## src/rtl/cic_pkg.sv

```systemverilog
// Shared constants and width helpers for the CIC decimator and its comb stages.
package cic_pkg;

    localparam int R_MIN = 2;

    function automatic int clog2(input int value);
        int bits;
        int v;
        bits = 0;
        v    = value - 1;
        while (v > 0) begin
            bits++;
            v = v >> 1;
        end
        return bits;
    endfunction

    // Worst-case CIC gain is R^ORDER; two guard bits cover the sign and bipolar input.
    function automatic int acc_bits(input int order, input int max_r);
        return order * clog2(max_r) + 2;
    endfunction

    function automatic int ratio_bits(input int max_r);
        return clog2(max_r + 1);
    endfunction

endpackage

```

## src/rtl/cic_comb_stage.sv

```systemverilog
// One CIC comb section: y = x - x[previous frame], delay updated only when enabled.
module cic_comb_stage #(
    parameter int W = 16
) (
    input  logic         clk,
    input  logic         rst_n,
    input  logic         en,
    input  logic [W-1:0] din,
    output logic [W-1:0] dout
);

    logic [W-1:0] delay_q;

    always_ff @(posedge clk) begin
        if (!rst_n) begin
            delay_q <= '0;
        end else if (en) begin
            delay_q <= din;
        end
    end

    assign dout = din - delay_q;

endmodule

```

## src/rtl/cic_decimator.sv

```systemverilog
// Bitstream CIC decimator: ORDER integrators at input rate, ORDER combs at frame rate,
// runtime ratio with frame-aligned reload and warm-up suppression.
module cic_decimator
    import cic_pkg::*;
#(
    parameter int ORDER    = 3,
    parameter int MAX_R    = 64,
    parameter int OUT_BITS = 16,
    parameter int BIPOLAR  = 0
) (
    input  logic                          clk,
    input  logic                          rst_n,
    input  logic                          in_valid,
    input  logic                          in_bit,
    input  logic [ratio_bits(MAX_R)-1:0]  ratio,
    output logic [OUT_BITS-1:0]           out_data,
    output logic                          out_valid,
    output logic                          settling
);

    localparam int ACC_BITS = acc_bits(ORDER, MAX_R);
    localparam int RW       = ratio_bits(MAX_R);
    localparam int WARM_W   = clog2(ORDER + 1);

    localparam logic [RW-1:0]     R_LO      = RW'(R_MIN);
    localparam logic [RW-1:0]     R_HI      = RW'(MAX_R);
    localparam logic [WARM_W-1:0] WARM_DONE = WARM_W'(ORDER);

    typedef logic [ACC_BITS-1:0] acc_t;

    acc_t              x;
    acc_t              carry;
    acc_t              integ_q [ORDER];
    acc_t              integ_d [ORDER];
    acc_t              comb_out;
    logic [OUT_BITS-1:0] scaled;
    logic [RW-1:0]     ratio_clamped;
    logic [RW-1:0]     r_eff_q;
    logic [RW-1:0]     cnt_q;
    logic [WARM_W-1:0] warm_q;
    logic              tick_q;
    logic              frame_end;
    logic              r_change;

    always_comb begin
        ratio_clamped = ratio;
        if (ratio < R_LO) begin
            ratio_clamped = R_LO;
        end else if (ratio > R_HI) begin
            ratio_clamped = R_HI;
        end
    end

    always_comb begin
        if (BIPOLAR != 0) begin
            x = in_bit ? acc_t'(1) : '1;
        end else begin
            x = acc_t'(in_bit);
        end
    end

    // NOTE: blocking assignments here are intentional -- carry ripples through the
    // cascade so each integrator adds the already-updated value of the one before it.
    always_comb begin
        carry = x;
        for (int k = 0; k < ORDER; k++) begin
            carry      = integ_q[k] + carry;
            integ_d[k] = carry;
        end
    end

    assign frame_end = in_valid && (cnt_q == r_eff_q - RW'(1));
    assign r_change  = frame_end && (ratio_clamped != r_eff_q);

    // NOTE: the integrator array is a handful of registers, not a RAM, so it is
    // cleared element by element like any other state.
    always_ff @(posedge clk) begin
        if (!rst_n) begin
            for (int k = 0; k < ORDER; k++) begin
                integ_q[k] <= '0;
            end
            cnt_q   <= '0;
            tick_q  <= 1'b0;
            r_eff_q <= ratio_clamped;
        end else begin
            tick_q <= frame_end;
            if (in_valid) begin
                for (int k = 0; k < ORDER; k++) begin
                    integ_q[k] <= integ_d[k];
                end
                cnt_q <= frame_end ? '0 : cnt_q + RW'(1);
            end
            if (frame_end) begin
                r_eff_q <= ratio_clamped;
            end
        end
    end

    for (genvar g = 0; g < ORDER; g++) begin : gen_comb
        acc_t stage_in;
        acc_t stage_out;
        if (g == 0) begin : g_first
            assign stage_in = integ_q[ORDER-1];
        end else begin : g_next
            assign stage_in = gen_comb[g-1].stage_out;
        end
        cic_comb_stage #(.W(ACC_BITS)) u_comb (
            .clk  (clk),
            .rst_n(rst_n),
            .en   (tick_q),
            .din  (stage_in),
            .dout (stage_out)
        );
    end

    assign comb_out = gen_comb[ORDER-1].stage_out;

    if (ACC_BITS > OUT_BITS) begin : g_trunc
        logic unused_lsbs;
        assign scaled      = comb_out[ACC_BITS-1 -: OUT_BITS];
        assign unused_lsbs = ^comb_out[ACC_BITS-OUT_BITS-1:0];
    end else begin : g_sext
        assign scaled = OUT_BITS'($signed(comb_out));
    end

    // Warm-up restarts on a ratio change; frame end and tick never share an edge.
    always_ff @(posedge clk) begin
        if (!rst_n) begin
            out_data  <= '0;
            out_valid <= 1'b0;
            settling  <= 1'b1;
            warm_q    <= '0;
        end else begin
            out_valid <= 1'b0;
            if (tick_q) begin
                out_data <= scaled;
                if (warm_q < WARM_DONE) begin
                    warm_q <= warm_q + WARM_W'(1);
                end else begin
                    out_valid <= 1'b1;
                    settling  <= 1'b0;
                end
            end
            if (r_change) begin
                warm_q   <= '0;
                settling <= 1'b1;
            end
        end
    end

endmodule

```

## config.mk

```make
export PLATFORM = sky130hd
export DESIGN_NAME = cic_decimator
export DESIGN_NICKNAME = d
export VERILOG_FILES = /design/src/rtl/cic_pkg.sv /design/src/rtl/cic_comb_stage.sv /design/src/rtl/cic_decimator.sv
export SDC_FILE = /design/constraint.sdc
export NUM_CORES = 1
export LEC_CHECK = 0
export ABC_AREA = 0
export ABC_CLOCK_PERIOD_IN_PS = 5900
export CAP_MARGIN = 20
export CORE_ASPECT_RATIO = 0.8
export CORE_MARGIN = 2
export CORE_UTILIZATION = 45
export DETAILED_ROUTE_END_ITERATION = 8
export SLEW_MARGIN = 20
export SYNTH_ARGS = -nofsm -noshare
export SYNTH_HDL_FRONTEND = slang
export SYNTH_HIERARCHICAL = 1
export SYNTH_SLANG_ARGS = --single-unit
```

## constraint.sdc

```tcl
create_clock -name clk -period 5.9 [get_ports clk]
set_clock_uncertainty 0.15 [all_clocks]
set_input_delay 0.59 -clock clk [delete_from_list [all_inputs] [get_ports clk]]
set_output_delay 0.59 -clock clk [all_outputs]
set_load 0.02 [all_outputs]
```

==> out/results.ini <==
[status]
status = finished, final reports clean

[cts]
clkLatencyLatePin_ns = 0.43
clk_pin_slew_ns = 0.07
htreeDepth = 4
ctsResizeCount = 0
clk_path_buf_depth = 2
cts_buffers = 17
clock_sinks = 155
postCtsSetupBuffers = 0
root_buffer = clkbuf_16
cts_tree = yes
cts_hold_buffers = 0

[cells_and_area]
post-route-util = 0.5019
nets = 1334
drive_above_1_share = 0.04808
area_delta_synth_final_pct = 10.61
final_cell_count_no_fill = 1545
antenna_cells = 0

[drt]
drt_wl_total_mm = 22.49
drtIter0Drc = 598
dr.pass1.iters = 6
post_drt_wl_per_cell_um = 14.55
drc = 0
postRouteAntennaNets = 0
vias = 8223
viasPerCell = 5.322

[die]
die_h_um = 143.5
pin_count = 29
core_um2 = 24120
dieArea_um2 = 25590
start_util = 0.4538
die_w_um = 178.4
rows = 51

[setup_path]
critPathCaptureType = register
crit_fanout = 6
path_common_cell = ha_1
worstPathCellList = clkdlybuf4s50_1 > ha_1 > nand4_1 > xnor2_1 > ha_1 > nand2_1 > a211oi_1 > nor2_1 > o21ai_0 > xor2_1 > ha_1 > and3_1 > and3_1 > a311o_2 > o311a_4 > a221o_2 > o31ai_2 > mux2i_1
crit_required_ns = 5.92
critical_path.max_stage_delay_ns = 0.48
arrival_ns = 5.35
start_kind = primary input
critPathSlowestCell = clkdlybuf4s50_1
worst-setup-path-type = primary input to register

[timing]
timing.fmax_ghz = 0.1877
finalCritPeriodShare = 0.9030
setup_violations = 0
relSlewSlack = 0.3123
rsz0062_at_grt = false
layout_min_cycle_time_ns = 5.328
fin_setup_tns_ns = 0
final_max_slew_viol_count = 0
worst_slew_pin_slew_ns = 1.028
hold_viol_final = 0

[grt]
grt_pass1_vias = 7461
grt_pass1_wl_mm = 37.52
grt.overflow.total = 0
antenna_found_initial = 0
grt_max_degree = 58
grt_usage = 0.1821

[synth]
synth_area_um2 = 10950
avgSynthCellArea_um2 = 9.182
yosysWarnings = 6
synthesis.nets = 1312
synthCells = 1192

[pwr]
p_per_area_nw_per_um2 = 473.1
leakage_nw = 4.523
vdd_drop_max_uv = 361.6

[place]
place_congestion = 0.8631
io_buffer_count = 28
dp_hpwl_mm = 16.27
placed_cells = 1513

[min_path]
hp-class = register to register

[run]
max_cap_violations = 0

[power by group]
group / internal, mW / switching (mW) / leakage [nW]
combinational: 1.42 / 2.00 / 2.80
clock: 0.572 / 0.492 / 0.280
sequential: 1.19 / 0.0550 / 1.44
[worst max-delay path, delay by kind of cell]
kind	cells	cell delay, ns
adders and majority gates	3	0.94
xor gates and xnor gates	2	0.39
muxes	1	0.10
and+or+nand+nor	5	0.80
buffers and inverters	1	0.48
AOI/OAI and AO/OA	6	2.03
[path summary, 6_finish.rpt]
path                                     start              to  slack, ns  cells after the start
worst max-delay path                    in_bit  integ_q[0][58]       0.57                     18
worst min-delay path                  settling        settling       0.34                      2
worst max register to register  integ_q[0][40]    out_data[14]       0.65                     23
worst min register to register        settling        settling       0.34                      2
[per-stage QoR]
step                area, um2  hold WS [ns]  total power, mW  setup WS (ns)
floorplan               10950        0.3326            3.994          1.128
global placement        11550        0.3122            4.632         0.3031
detailed placement      11550        0.3149            4.640         0.2114
CTS                     12110        0.3377            5.741         0.6530
global route            12110        0.3682            6.213         0.2342
finish                  12110        0.3367            5.728         0.5724
[registers in the layout (all words and copies together) (netlist names)]
signal and flops:
r_eff_q 7, gen_comb.u_comb/delay_q 60, out_valid 1, cnt_q 7, integ_q 60, tick_q 1, warm_q 2, out_data 16
settling 1
[layout make-up]
type | instances | area [um2]
sequential | 155 | 3777
inverter | 78 | 292.8
tap | 318 | 397.9
timing repair buffer | 37 | 342.8
clock buffer | 18 | 450.4
multi-input combinational | 925 | 6739
clock inverter | 14 | 106.4
fill | 2328 | 12010
[metal layers]
metal	vias up	share of wire	track usage
met3	14	0.034	0.03122
met4	0	0.011	0.04921
li1	4251	-	-
met5	-	0	0
met2	127	0.41	0.2634
met1	3831	0.54	0.2768
[cell usage in the layout (no fill, tap or decap), types with 16 or more instances in the layout]
cell type / instances
mux2i_1: 82
o211ai_1: 20
inv_1: 78
o21ai_0: 39
xnor2_1: 82
ha_1: 104
nand2b_1: 16
a21oi_1: 104
nor2_1: 78
nor2b_1: 94
nand2_1: 75
clkbuf_16: 18
nand3_1: 25
dfxtp_1: 87
edfxtp_1: 67
xor2_1: 45
clkdlybuf4s50_1: 27
and3_1: 27
a21o_1: 17
Note: power is estimated with default switching activity, not from simulation.
